$ cat config.mk
export PLATFORM = sky130hd
export DESIGN_NAME = radix4_serial_divider
export DESIGN_NICKNAME = d
export VERILOG_FILES = /design/src/rtl/radix4_serial_divider_pkg.sv /design/src/rtl/radix4_digit_select.sv /design/src/rtl/radix4_serial_divider.sv
export SDC_FILE = /design/constraint.sdc
export NUM_CORES = 1
export LEC_CHECK = 0
export CELL_PAD_IN_SITES_DETAIL_PLACEMENT = 1
export CELL_PAD_IN_SITES_GLOBAL_PLACEMENT = 1
export CORE_MARGIN = 3
export CORE_UTILIZATION = 53
export DETAILED_ROUTE_END_ITERATION = 10
export DONT_BUFFER_PORTS = 1
export GPL_TIMING_DRIVEN = 0
export PLACE_DENSITY_LB_ADDON = 0.2
export RECOVER_POWER = 25
export SYNTH_ARGS = -nofsm -noshare
export SYNTH_HDL_FRONTEND = slang
export SYNTH_SLANG_ARGS = --single-unit
$ cat constraint.sdc
create_clock -name clk -period 4.5 [get_ports clk]
set_input_delay 0.9 -clock clk [delete_from_list [all_inputs] [get_ports clk]]
set_output_delay 0.9 -clock clk [all_outputs]
set_load 0.05 [all_outputs]
$ cat src/rtl/radix4_serial_divider_pkg.sv
// Shared types for the radix-4 serial divider.
//   state_e   : controller states (IDLE, RUN, DONE)
//   digit_t   : one radix-4 quotient digit (0..3)
//   cnt_width : width of the iteration counter for a given operand width
package radix4_serial_divider_pkg;

    typedef enum logic [1:0] {
        IDLE = 2'd0,
        RUN  = 2'd1,
        DONE = 2'd2
    } state_e;

    typedef logic [1:0] digit_t;

    // The counter must hold WIDTH/2 itself, hence the +1.
    function automatic int cnt_width(input int width);
        return $clog2(width / 2) + 1;
    endfunction

endpackage

$ cat src/rtl/radix4_digit_select.sv
// Combinational radix-4 digit selection and partial-remainder update.
// Picks the largest q in 0..3 with q*D <= R' and returns R' - q*D.
//   r_prime_i : shifted partial remainder {R, next two dividend bits}
//   d_i       : divisor D, zero-extended to WIDTH+2
//   d2_i      : 2D
//   d3_i      : 3D (precomputed and registered by the caller)
//   q_o       : selected quotient digit
//   r_new_o   : new partial remainder R' - q*D
module radix4_digit_select
    import radix4_serial_divider_pkg::*;
#(
    parameter int WIDTH = 8
) (
    input  logic [WIDTH+1:0] r_prime_i,
    input  logic [WIDTH+1:0] d_i,
    input  logic [WIDTH+1:0] d2_i,
    input  logic [WIDTH+1:0] d3_i,
    output digit_t           q_o,
    output logic [WIDTH+1:0] r_new_o
);

    always_comb begin
        q_o     = 2'd0;
        r_new_o = r_prime_i;
        if (r_prime_i >= d3_i) begin
            q_o     = 2'd3;
            r_new_o = r_prime_i - d3_i;
        end else if (r_prime_i >= d2_i) begin
            q_o     = 2'd2;
            r_new_o = r_prime_i - d2_i;
        end else if (r_prime_i >= d_i) begin
            q_o     = 2'd1;
            r_new_o = r_prime_i - d_i;
        end
    end

endmodule

$ cat src/rtl/radix4_serial_divider.sv
// Unsigned radix-4 restoring divider, two quotient bits per clock.
// WIDTH must be even and >= 4.
//   clk, reset   : clock (rising edge), asynchronous active-high reset
//   start        : request a division; accepted in IDLE or DONE
//   dividend     : unsigned dividend, sampled on accept
//   divisor      : unsigned divisor, sampled on accept
//   busy         : high while iterating (RUN)
//   done         : one-cycle pulse when quotient/remainder become valid
//   quotient     : floor(dividend/divisor); all ones on divide-by-zero
//   remainder    : dividend mod divisor; dividend on divide-by-zero
//   div_by_zero  : last accepted divisor was zero
module radix4_serial_divider
    import radix4_serial_divider_pkg::*;
#(
    parameter int WIDTH = 8
) (
    input  logic             clk,
    input  logic             reset,
    input  logic             start,
    input  logic [WIDTH-1:0] dividend,
    input  logic [WIDTH-1:0] divisor,
    output logic             busy,
    output logic             done,
    output logic [WIDTH-1:0] quotient,
    output logic [WIDTH-1:0] remainder,
    output logic             div_by_zero
);

    localparam int             W2    = WIDTH + 2;
    localparam int             CW    = cnt_width(WIDTH);
    localparam logic [CW-1:0]  ITERS = CW'(WIDTH / 2);

    state_e            state_q;
    logic [WIDTH-1:0]  dvd_q;      // dividend shifts out the top, digits enter the bottom
    logic [W2-1:0]     d_q;
    logic [W2-1:0]     d3_q;
    logic [W2-1:0]     r_q;
    logic [CW-1:0]     cnt_q;
    logic              busy_q;
    logic              done_q;
    logic              dbz_q;
    logic [WIDTH-1:0]  quo_q;
    logic [WIDTH-1:0]  rem_q;

    logic [W2-1:0]     r_prime_d;
    logic [W2-1:0]     d2_d;
    logic [W2-1:0]     r_d;
    digit_t            q_d;

    // R < D always holds, so shifting the full R left by two loses nothing.
    assign r_prime_d = (r_q << 2) | W2'(dvd_q[WIDTH-1 -: 2]);
    assign d2_d      = d_q << 1;

    radix4_digit_select #(.WIDTH(WIDTH)) u_sel (
        .r_prime_i (r_prime_d),
        .d_i       (d_q),
        .d2_i      (d2_d),
        .d3_i      (d3_q),
        .q_o       (q_d),
        .r_new_o   (r_d)
    );

    always_ff @(posedge clk or posedge reset) begin
        if (reset) begin
            state_q <= IDLE;
            dvd_q   <= '0;
            d_q     <= '0;
            d3_q    <= '0;
            r_q     <= '0;
            cnt_q   <= '0;
            busy_q  <= 1'b0;
            done_q  <= 1'b0;
            dbz_q   <= 1'b0;
            quo_q   <= '0;
            rem_q   <= '0;
        end else begin
            done_q <= 1'b0;
            unique case (state_q)
                IDLE, DONE: begin
                    if (start) begin
                        dvd_q <= dividend;
                        d_q   <= W2'(divisor);
                        d3_q  <= W2'(divisor) + (W2'(divisor) << 1);
                        r_q   <= '0;
                        cnt_q <= ITERS;
                        if (divisor == '0) begin
                            // No iterations: results are known at accept.
                            state_q <= DONE;
                            busy_q  <= 1'b0;
                            done_q  <= 1'b1;
                            dbz_q   <= 1'b1;
                            quo_q   <= '1;
                            rem_q   <= dividend;
                        end else begin
                            state_q <= RUN;
                            busy_q  <= 1'b1;
                            dbz_q   <= 1'b0;
                        end
                    end else begin
                        state_q <= IDLE;
                    end
                end
                RUN: begin
                    r_q   <= r_d;
                    dvd_q <= {dvd_q[WIDTH-3:0], q_d};
                    cnt_q <= cnt_q - CW'(1);
                    if (cnt_q == CW'(1)) begin
                        state_q <= DONE;
                        busy_q  <= 1'b0;
                        done_q  <= 1'b1;
                        quo_q   <= {dvd_q[WIDTH-3:0], q_d};
                        rem_q   <= r_d[WIDTH-1:0];
                    end
                end
                default: state_q <= IDLE;
            endcase
        end
    end

    assign busy        = busy_q;
    assign done        = done_q;
    assign quotient    = quo_q;
    assign remainder   = rem_q;
    assign div_by_zero = dbz_q;

endmodule

# --- After elaboration in Yosys (flattened, before gate mapping) ---
# Cells that the tools add are included.
op_classes:
  bitwise: 1
  muxes: 32
  n_eq_ne: 6
  n_lt_le_gt_ge: 3
  n_addsub: 5
  reduce_logical: 8
ops:
  columns: ["cell", "count"]
  rows:
  - ["$mux 8", 11]
  - ["$pmux 8 s2", 4]
  - ["$sub 8x8->8", 3]
  - ["$add 8x9->10", 1]
  - ["$ge 10x10->1", 1]
  - ["$ge 10x8->1", 1]
  - ["$ge 10x9->1", 1]
  - ["$mux 2", 5]
  - ["$or 10x2->10", 1]
  - ["$logic_not 8->1", 1]
  - ["$mux 1", 7]
  - ["$ne 2x2->1 const B", 3]
  - ["$pmux 3 s2", 1]
  - ["$pmux 1 s2", 2]
  - ["$pmux 2 s2", 1]
  - ["$reduce_and 2->1", 2]
  - ["$reduce_and 4->1", 1]
  - ["$eq 3x1->1 const B", 1]
  - ["$mux 3", 1]
  - ["$reduce_and 3->1", 1]
  - ["$sub 3x1->3 const B", 1]
  - ["$eq 2x1->1 const B", 1]
  - ["$eq 2x2->1 const B", 1]
  - ["$logic_not 2->1", 1]
  - ["2 further kinds", 2]
word_totals:
  word_cells: 66
  register_bits: 58
  input_bits: 19
  output_inout_bits: 19

# --- Longest topological paths before layout ---
# Gate-level depths: netlist of run 1.
depth:
  ltp_word: 7
  depth_mapped: 13
  ltp_nobuf: 11

# --- Hierarchy ---
# From an unflattened synthesis of run 1, not the netlist that was laid out.
unflattened:
  cells_unflattened: 522
  hier_area_um2: 4441.8
by_module_without_submodules:
  columns: ["module", "seq_area_each_um2", "cells_each", "instances", "area_each_um2"]
  rows:
  - ["radix4_serial_divider", 1426.4, 270, 1, 2618.8]
  - ["radix4_digit_select", 0.0, 252, 1, 1823.0]

# --- Worst setup path after synthesis of run 1 ---
# OpenSTA, ideal clock, no wires.
synth_path:
  path_type: "reg-to-reg"
  start: "reg dvd_q[6]"
  end: "reg rem_q[3], in the netlist remainder[3]"
  required_time_ns: 4.365
  path_buffers: 2
  setup_ns: 0.135
  synth_period_minus_slack_ns: 2.521
  path_stages_with_launch: 14
  path_slack_ns: 1.979
  arrival_time_ns: 2.386
  path_cell_list: "dfrtp_1 -> inv_1 -> ha_1 -> inv_1 -> fa_1 -> a211oi_1 -> o21bai_1 -> a21oi_1 -> o21ba_1 -> buf_6 -> buf_2 -> nor2_1 -> a31oi_1 -> a21oi_1"
synth_via:
  elab_chain_cells: 7
  word_cells_on_any_way: 12
synth_rtl:
  columns: ["element", "line", "rtl"]
  rows:
  - ["from (decl)", "radix4_serial_divider.sv:34", "logic [WIDTH-1:0] dvd_q;"]
  - ["from (signal assigned)", "radix4_serial_divider.sv:81", "dvd_q <= dividend;"]
  - ["from (signal assigned)", "radix4_serial_divider.sv:105", "dvd_q <= {dvd_q[WIDTH-3:0], q_d};"]
  - ["$or 10x2->10 (*)", "radix4_serial_divider.sv:51", "assign r_prime_d = (r_q << 2) | W2'(dvd_q[WIDTH-1 -: 2]);"]
  - ["$sub 8x8->8 or $ge 10x8->1 (tied branches)", "radix4_digit_select.sv:33, radix4_digit_select.sv:31", null]
  - ["$mux 8", "radix4_digit_select.sv:31", "end else if (r_prime_i >= d_i) begin"]
  - ["$mux 8", "radix4_digit_select.sv:28", "end else if (r_prime_i >= d2_i) begin"]
  - ["$mux 8 (*)", "radix4_digit_select.sv:25", "if (r_prime_i >= d3_i) begin"]
  - ["$mux 8 (*)", "radix4_serial_divider.sv:107", "if (cnt_q == CW'(1)) begin"]
  - ["$pmux 8 s2 (*)", "radix4_serial_divider.sv:78", "unique case (state_q)"]
  - ["to (signal assigned)", "radix4_serial_divider.sv:93", "rem_q <= dividend;"]
  - ["to (signal assigned)", "radix4_serial_divider.sv:112", "rem_q <= r_d[WIDTH-1:0];"]
  - ["to (decl)", "radix4_serial_divider.sv:43", "logic [WIDTH-1:0] rem_q;"]
# Mark *: on every way between the ends. The rest lies on a longest branch, timed or not. The select of a mux whose other input is x is not followed.
# A chain may end at the register's enable or synchronous reset.

# --- Worst setup path after layout of run 1 ---
# Ends and elaborated chain as after synthesis.

==> reports/results.tsv, run 1 <==
metric	value	unit
synth-compound-area-share	23.56	%
status	finished with violations	
hold_depth	2	
grt_max_degree	35	
finalCritPeriodShare	68.30	%
finalSetupViolations	0	
cp_slowest_cell	dfrtp_1	
vias	3542	
max_clock_freq	0.3253	GHz
critPathMaxStageDelay	0.45	ns
finalHoldViolCount	0	
die_w	92.69	um
critical_path.cell_chain	inv_1 -> ha_1 -> inv_1 -> fa_1 -> a211oi_1 -> o21bai_1 -> a21oi_1 -> o21ba_1 -> buf_6 -> buf_2 -> nor2_1 -> a31oi_1 -> a21oi_1	
crit_type	reg2reg	
holdPathEnd	d3_q[4]	
clkTransAtPathRegs	0.07	ns
syn-cell-area	0.003983	mm2
fin_skew	0.009681	ns
cts_tree	yes	
async_reset_ff_share	100.0	%
synth_edf_count	0	
totalWireLength	12.03	mm
synth_top_cell_area_share	35.82	%
core	0.007019	mm2
endpoint_kind	flip-flop	
synth_simple_gate_area_share	16.93	%
worst_pin_slew	1.862	ns
drt_iter0_markers	157	
viasPerCell	6.280	
slew_violations	35	
layout_common_cells	57 x dfrtp_1, 49 x nand2_1, 45 x o21ai_0	
slew_headroom	-24.11	%
track_usage	29.25	%
cts_htree_levels	3	
rsz0062_at_grt	no	
r2r_slack	1.43	ns
synth-adder-area-share	14.58	%
antenna_found_initial	0	
yosys_warnings	0	
drt_pass1_iterations	4	
cts_hold_buf	0	
min_path_type	reg2reg	
cts-root-buf	clkbuf_8	
required	4.70	ns
mostFrequentLayoutCell	dfrtp_1	
avgSynthCellArea	8.831	um2
cp_max_fo	10	
cts_setup_buffers	0	
diodes	0	
synth_nets	514	
grtUsageMet1	39.96	%
fin_nets	526	
synthMuxAreaShare	0.5655	%
drive_gt1_share	7.051	%
num_rows	30	
hp-start	d3_q[4]	
syn2layout_area_growth	7.634	%
ys_seq_area_share	35.82	%
period_minus_slack	3.074	ns
overflow	0	
fp.dieArea	0.008591	mm2
cts_buffer_depth	2	
gp_congestion	0.9424	
critPathLaunchType	flip-flop	
synth_area_leaders	dfrtp_1 36%, ha_1 13%, o21ai_0 5.7%	
grt_util_met3	5.443	%
hpwlAfterDp	9.027	mm
max_cap_viol_count	1	
antenna_left	0	
grt_pass1_wl	19.42	mm
start_util	56.74	%
io_buffers	0	
synthCells	451	
ctsResizeCount	0	
timing.rr.end	remainder[3]	
ys_types	59	
synth_top_area_cell	dfrtp_1	
cts_made_buffers	9	
clkSinkCount	57	
fin_tns_setup	0	ns
ys_seq_elements	57	
violations	max-capacitance violations, max-slew violations	
grt_pass1_vias	3746	
r2r_start	dvd_q[6]	
synth_flop_cell	dfrtp_1	
wl_per_cell	21.34	um
synth_xor_area_share	3.079	%
clk_latency	0.34	ns
r2r_cells	13	
synth_top_family_by_area	compound AO/OA/AOI/OAI gates	
io_pins	38	
route.detailed.drc	0	
die_h	92.69	um
top_usage_layer	met2	
crit_arrival	3.28	ns
grt_util_met2	48.10	%
==> state kept, by name, summed over array words and instances (netlist names) <==
register and cells:
busy 1, state_q 2, dvd_q 8, r_q 8, remainder 8, div_by_zero 1
cnt_q 3, d_q 7, quotient 8, d3_q 10, done 1
==> worst max-delay path by stage <==
stage / startpoint / endpoint / slack, ns / cells past startpoint
global placement: dvd_q[6] / remainder[3] / 1.46 / 13
finish: dvd_q[6] / remainder[3] / 1.43 / 13
floorplan: dvd_q[6] / remainder[3] / 1.98 / 13
global route: reset / cnt_q[0] / 1.12 / 2
CTS: dvd_q[6] / remainder[3] / 1.45 / 13
detailed placement: dvd_q[6] / remainder[3] / 1.46 / 13
==> synthesized netlist by cell type (2+ instances only) <==
cell,instances
dfrtp_1,57
nand2_1,49
o21ai_0,45
ha_1,40
inv_1,38
a21oi_1,28
nor2_1,28
a31oi_1,18
clkbuf_1,12
nand3_1,11
xnor2_1,10
nor3_1,8
or3_1,8
nor2b_1,7
a21o_1,6
o22a_1,6
nand2b_1,5
o21bai_1,5
a211oi_1,4
fa_1,4
xor2_1,4
and3_1,3
and4_1,3
buf_2,3
nand3b_1,3
o21a_1,3
o21ai_1,3
o22ai_1,3
a211o_1,2
mux2_2,2
nand4_1,2
nand4b_1,2
nor4b_1,2
o2111ai_1,2
==> worst max-delay path: cells and delay by family (launching register included) <==
| family | cells | cell delay, ns |
|---|---|---|
| buffers and inverters | 4 | 0.52 |
| flip-flops | 1 | 0.45 |
| AO/OA/AOI/OAI | 6 | 1.27 |
| adder cells (fa/ha/maj) | 2 | 0.60 |
| AND/OR/NAND/NOR | 1 | 0.09 |
==> per-stage QoR <==
step           setup WS, ns  utilization, %  hold slack [ns]  std cells  area, um2
6_report              1.426           61.07           0.4829        564       4287
5_1_grt               1.120           61.07           0.5342        564       4287
4_1_cts               1.451           61.30           0.4872        564       4303
3_5_place_dp          1.457           58.73           0.4736        548       4123
3_3_place_gp          1.455           58.45           0.4616        547       4103
2_1_floorplan         1.979               -           0.4498        451       3983
==> final cells by class <==
class,count,area (um2)
buffer,16,71.32
clock buffer,10,137.6
clock inverter,6,42.54
fill,838,2733
inverter,39,146.4
multi-input combinational,339,2338
sequential,57,1426
tap,96,120.1
timing repair buffer,1,3.754
==> layer usage <==
layer	up-vias	part of all wire, %
met5	-	0
met4	0	1.8
met3	19	5.2
met2	104	48
met1	1779	45
li1	1640	-
==> logic make-up after synthesis <==
group                    after synthesis
adder cells (fa/ha/maj)               44
buffers and inverters                 55
XOR/XNOR                              14
AND/OR/NAND/NOR                      136
flip-flops                            57
multiplexers                           2
AO/OA/AOI/OAI                        143
Power of run 1 is left out: the tool's default activity adds up to more than one toggle a clock period on the data nets, which glitch-free logic cannot reach.
==> inputs of run 2 (changes only) <==
--- a/config.mk
+++ b/config.mk
@@ -5,10 +5,11 @@
 export SDC_FILE = /design/constraint.sdc
 export NUM_CORES = 1
 export LEC_CHECK = 0
+export ABC_AREA = 1
 export CELL_PAD_IN_SITES_DETAIL_PLACEMENT = 1
 export CELL_PAD_IN_SITES_GLOBAL_PLACEMENT = 1
 export CORE_MARGIN = 3
-export CORE_UTILIZATION = 53
+export CORE_UTILIZATION = 48
 export DETAILED_ROUTE_END_ITERATION = 10
 export DONT_BUFFER_PORTS = 1
 export GPL_TIMING_DRIVEN = 0
==> constraint.sdc (replaced) <==
create_clock -name clk -period 3.2 [get_ports clk]
set_input_delay 0.64 -clock clk [delete_from_list [all_inputs] [get_ports clk]]
set_output_delay 0.64 -clock clk [all_outputs]
set_load 0.05 [all_outputs]
==> reports/results.tsv, run 2 <==
metric	value	unit	change
status	finished with violations		
violations	max-capacitance violations, max-slew violations		
r2r_start	dvd_q[6]		
synthCells	548		+22%
synth_simple_gate_area_share	24.58	%	+7.6 points
fin_tns_setup	0	ns	unchanged
route.detailed.drc	0		unchanged
cts_htree_levels	3		unchanged
slew_violations	41		+17%
vias	3688		+4.1%
cts_hold_buf	0		unchanged
fin_nets	623		+18%
drt_iter0_markers	202		+29%
ys_seq_area_share	33.80	%	-2.0 points
cts_made_buffers	9		unchanged
io_pins	38		unchanged
crit_type	in2async		
ys_types	44		-25%
grt_util_met3	3.717	%	-1.7 points
drive_gt1_share	10.28	%	+3.2 points
timing.rr.end	r_q[4]		
synth_edf_count	0		unchanged
io_buffers	0		unchanged
ys_seq_elements	57		unchanged
period_minus_slack	2.532	ns	
synth-compound-area-share	14.94	%	-8.6 points
hpwlAfterDp	9.588	mm	+6.2%
critPathMaxStageDelay	1.48	ns	+1.03 ns
r2r_slack	0.67	ns	-0.76 ns
synth_nets	611		+19%
die_h	99.77	um	+7.6%
critPathLaunchType	input pin		
synth_flop_cell	dfrtp_1		
antenna_found_initial	0		unchanged
cts_setup_buffers	0		unchanged
track_usage	26.11	%	-3.1 points
yosys-top-cells-count	127 x nand2_1, 85 x inv_1, 57 x dfrtp_1		
yosys_warnings	0		unchanged
totalWireLength	11.88	mm	-1.3%
grt_util_met2	42.79	%	-5.3 points
ctsResizeCount	0		unchanged
diodes	0		unchanged
avgSynthCellArea	7.701	um2	-13%
mostFrequentLayoutCell	nand2_1		
synth_top_area_cell	dfrtp_1		
max_cap_viol_count	1		unchanged
synth-adder-area-share	13.76	%	-0.82 points
die_w	99.77	um	+7.6%
gp_congestion	0.9014		-4.4%
min_path_type	in2async		
cts_tree	yes		
cts-root-buf	clkbuf_8		
synth_area_leaders	dfrtp_1 34%, ha_1 12%, nand2_1 11%		
synth_xor_area_share	2.905	%	-0.17 points
async_reset_ff_share	100.0	%	unchanged
fp.dieArea	0.009953	mm2	+16%
rsz0062_at_grt	no		
grt_pass1_wl	20.20	mm	+4.0%
max_clock_freq	0.3950	GHz	
largest_register	d3_q		
fin_skew	0.007311	ns	-0.002370 ns
clkTransAtPathRegs	0.07	ns	about the same
syn2layout_area_growth	7.768	%	
viasPerCell	5.513		-12%
wl_per_cell	17.76	um	-17%
clk_latency	0.35	ns	about the same
fill_cells	1074		+28%
cp_max_fo	40		+30
largest_reg_flops	10		unchanged
finalHoldViolCount	0		unchanged
layout_common_cells	127 x nand2_1, 85 x inv_1, 57 x dfrtp_1		
cp_slowest_cell	dlymetal6s4s_1		
crit_arrival	2.64	ns	-0.64 ns
yosys.cell_count.top_type	nand2_1		
finalSetupViolations	0		unchanged
grtUsageMet1	35.23	%	-4.7 points
worst_pin_slew	1.806	ns	-0.05557 ns
top_usage_layer	met2		
endpoint_kind	asynchronous set/reset pin		
syn-cell-area	0.004220	mm2	+6.0%
cts_buffer_depth	2		unchanged
critical_path.cell_chain	inv_1 -> dlymetal6s4s_1		
synthMuxAreaShare	0	%	-0.57 points
r2r_cells	15		+2
required	3.31	ns	-1.39 ns
slew_headroom	-20.41	%	+3.7 points
cp_top_family	buffers and inverters		
antenna_left	0		unchanged
overflow	0		unchanged
grt_max_degree	41		+17%
num_rows	33		+10%
synth_top_family_by_area	simple AND/OR/NAND/NOR gates		
finalCritPeriodShare	79.11	%	
clkSinkCount	57		unchanged
start_util	50.35	%	-6.4 points
grt_pass1_vias	4115		+9.9%
synth_top_cell_area_share	33.80	%	-2.0 points
worst-path-buf-inv	2		-2
drt_pass1_iterations	4		unchanged
core	0.008382	mm2	+19%
## run 2: cell type report
| cell class | instances | area [um2] | area share, % |
|---|---|---|---|
| plain buffers | 11 | 76.32 | 1.678 |
| clock buffers | 9 | 123.9 | 2.724 |
| clock inverters | 6 | 60.06 | 1.320 |
| inverters | 91 | 346.6 | 7.620 |
| multi-input cells | 389 | 2371 | 52.13 |
| flip-flops and latches | 57 | 1426 | 31.36 |
| well taps | 105 | 131.4 | 2.889 |
| repair buffers | 1 | 12.51 | 0.2751 |
## run 2: through the flow
step	hold WS (ns)	setup slack, ns	utilization, %	instance area [um2]	cells
after floorplan	0.4530	1.103	-	4220	548
after global placement	0.4710	0.5339	51.92	4352	653
after detailed placement	0.4726	0.7274	52.16	4372	654
after CTS	0.1732	0.6766	54.35	4556	669
after global routing	0.3393	0.2717	54.26	4548	669
final	0.2845	0.6685	54.26	4548	669
## run 2: cell families after synthesis
| logic type | count (synthesis) |
|---|---|
| simple gates | 227 |
| buf+inv | 102 |
| xor+xnor | 14 |
| compound gates | 104 |
| flops | 57 |
| fa+ha+maj | 44 |
## run 2: worst max path at each step
stage                from           end  slack, ns  cells after the start
5_1_grt             reset  remainder[2]       0.27                      2
6_report            reset          done       0.67                      2
4_1_cts          dvd_q[6]        r_q[7]       0.68                     17
2_1_floorplan  divisor[2]       d3_q[6]       1.10                     13
3_5_place_dp     dvd_q[6]        r_q[4]       0.73                     15
3_3_place_gp        reset  remainder[2]       0.53                      1
## run 2: worst register-to-register path, stage by stage, from the launching register on
cell and delay, ns:
dfrtp_1 0.39, inv_1 0.13, ha_1 0.20, inv_1 0.14, fa_1 0.43, inv_1 0.09
nand2_1 0.06, nand2_1 0.07, nand3_2 0.08, nand2_4 0.09, nand2_4 0.06, buf_8 0.15
o211ai_1 0.19, nand2_1 0.13, nand2_1 0.10, o21ai_0 0.08
## run 2: metal layers
metal / share of wire, % / vias up
met5: 0 / -
met3: 4.6 / 20
met1: 45 / 1807
li1: - / 1793
met2: 48 / 68
met4: 2.0 / 0
Power of run 2 is left out for the same reason.
==> inputs of run 3 (changes only) <==
--- a/config.mk
+++ b/config.mk
@@ -9,7 +9,7 @@
 export CELL_PAD_IN_SITES_DETAIL_PLACEMENT = 1
 export CELL_PAD_IN_SITES_GLOBAL_PLACEMENT = 1
 export CORE_MARGIN = 3
-export CORE_UTILIZATION = 48
+export CORE_UTILIZATION = 43
 export DETAILED_ROUTE_END_ITERATION = 10
 export DONT_BUFFER_PORTS = 1
 export GPL_TIMING_DRIVEN = 0
==> constraint.sdc (replaced) <==
create_clock -name clk -period 2.05 [get_ports clk]
set_input_delay 0.41 -clock clk [delete_from_list [all_inputs] [get_ports clk]]
set_output_delay 0.41 -clock clk [all_outputs]
set_load 0.05 [all_outputs]
==> reports/results.tsv, run 3 (same netlist as run 2, synthesis figures left out) <==
metric	value	unit	change
status	finished with violations		
fp.dieArea	0.01104	mm2	+11%
cts_htree_levels	3		unchanged
timing.rr.end	r_q[7]		
finalSetupViolations	18		+18
drt_pass1_iterations	5		+1
mostFrequentLayoutCell	nand2_1		
io_pins	38		unchanged
r2r_cells	18		+3
r2r_slack	-0.29	ns	-0.96 ns
final_core_util	56.02	%	+1.8 points
grt_pass1_vias	4357		+5.9%
clk_latency	0.36	ns	about the same
clkTransAtPathRegs	0.09	ns	+0.02 ns
cts_made_buffers	9		unchanged
max_cap_viol_count	0		-1
crit_type	reg2reg		
rsz0062_at_grt	yes		
drive_gt1_share	26.97	%	+17 points
r2r_start	dvd_q[6]		
cp_slowest_cell	dfrtp_1		
worst_pin_slew	0.7330	ns	-1.073 ns
highest_layer	met5		
critical_path.cell_chain	inv_2 -> ha_4 -> inv_6 -> fa_2 -> inv_2 -> nand2_2 -> nand2_2 -> nand3_2 -> nand2_4 -> nand2_8 -> buf_8 -> buf_12 -> nand2_4 -> nand3_4 -> nand2_4 -> nand2_2 -> nand2_2 -> o21ai_2		
slew_headroom	51.08	%	+71 points
dr_wl_met3	778	um	+43%
violations	negative setup slack		
cts_tree	yes		
max_clock_freq	0.4270	GHz	
cpMostUsedCell	nand2_2		
diodes	0		unchanged
start_util	45.03	%	-5.3 points
hold_slack	0.2061	ns	-0.07840 ns
grt_pass1_wl	22.54	mm	+12%
fin_nets	655		+5.1%
totalWireLength	14.66	mm	+23%
fin_skew	0.01589	ns	+0.008576 ns
cts-root-buf	clkbuf_8		
syn2layout_area_growth	24.40	%	
antenna_left	0		unchanged
die_w	105.1	um	+5.3%
critPathMaxStageDelay	0.41	ns	-1.07 ns
period_minus_slack	2.342	ns	
hpwlAfterDp	9.450	mm	-1.4%
setup_slack	-0.2917	ns	-0.9602 ns
required	2.29	ns	-1.02 ns
route.detailed.drc	0		unchanged
cp_top_family	simple AND/OR/NAND/NOR gates		
design_area	0.005250	mm2	+15%
min_path_type	in2reg		
cp_max_fo	4		-90%
largest_register	d3_q		
finalCritPeriodShare	114.2	%	
vias	4064		+10%
clkSinkCount	57		unchanged
drt_iter0_markers	241		+19%
io_buffers	0		unchanged
wl_per_cell	20.19	um	+14%
layout_common_cells	108 x nand2_1, 78 x inv_1, 50 x dfrtp_1		
die_h	105.1	um	+5.3%
endpoint_kind	flip-flop		
endpoint	r_q[7]		
crit_arrival	2.58	ns	-0.06 ns
viasPerCell	5.598		+1.5%
wl_met1	5.912	mm	+9.4%
crit_path_start	dvd_q[6]		
placed_area	0.004404	mm2	+0.74%
grt_max_degree	40		-2.4%
num_rows	35		+6.1%
cts_buffer_depth	2		unchanged
finalHoldViolCount	0		unchanged
core	0.009371	mm2	+12%
overflow	0		unchanged
track_usage	26.16	%	+0.050 points
slew_violations	0		-100%
largest_reg_flops	10		unchanged
wl_met2	7.429	mm	+30%
path_depth	18		+16
critPathLaunchType	flip-flop		
gp_congestion	0.8850		-1.8%
worst-path-buf-inv	5		+3
antenna_found_initial	1		+1
[run 3: worst reg2reg max path: cells and delay by family (launching register included)]
family | cells | cell delay (ns)
AO/OA/AOI/OAI | 1 | 0.05
adder cells (fa/ha/maj) | 2 | 0.56
buffers and inverters | 5 | 0.50
flip-flops | 1 | 0.41
AND/OR/NAND/NOR | 10 | 0.72
[run 3: worst min-delay path by stage]
| stage | slack [ns] | from | cells after the start | endpoint |
|---|---|---|---|---|
| 4_1_cts | 0.21 | dividend[0] | 2 | dvd_q[0] |
| 3_3_place_gp | 0.47 | d3_q[7] | 2 | d3_q[7] |
| 3_5_place_dp | 0.32 | reset | 1 | div_by_zero |
| 6_report | 0.21 | dividend[0] | 2 | dvd_q[0] |
| 2_1_floorplan | 0.45 | d3_q[2] | 2 | d3_q[2] |
| 5_1_grt | 0.21 | dividend[0] | 2 | dvd_q[0] |
[run 3: cell type report]
type,count,area (um2)
Sequential cell,57,1435
Timing Repair inverter,1,3.754
Multi-Input combinational cell,390,2721
Clock buffer,9,123.9
Tap cell,129,161.4
Inverter,91,354.1
Fill cell,1136,4121
Clock inverter,7,61.31
Timing Repair Buffer,31,312.8
Buffer,11,76.32
[run 3: through the flow]
step	TNS (ns)	std cells	setup slack (ns)
floorplan	0	548	0.03869
global placement	-27.87	677	-0.4162
detailed placement	-4.682	678	-0.3323
CTS	-1.069	718	-0.1437
global route	-5.656	726	-0.3949
finish	-4.018	726	-0.2917
[run 3: routing by layer]
metal,GRT usage (%),up-vias
li1,-,1857
met1,32.13,2022
met3,5.003,51
met5,0,-
met2,45.10,132
met4,10.22,2
[run 3: timing repair]
item	4_1_cts	5_1_grt
pin swaps	19	14
gates resized for setup	60	30
endpoints found under the hold margin	18	0
buffers inserted	19	8
setup endpoints to repair	20	21
hold buffers	1	0
cloned	4	0
Power of run 3 is left out for the same reason.
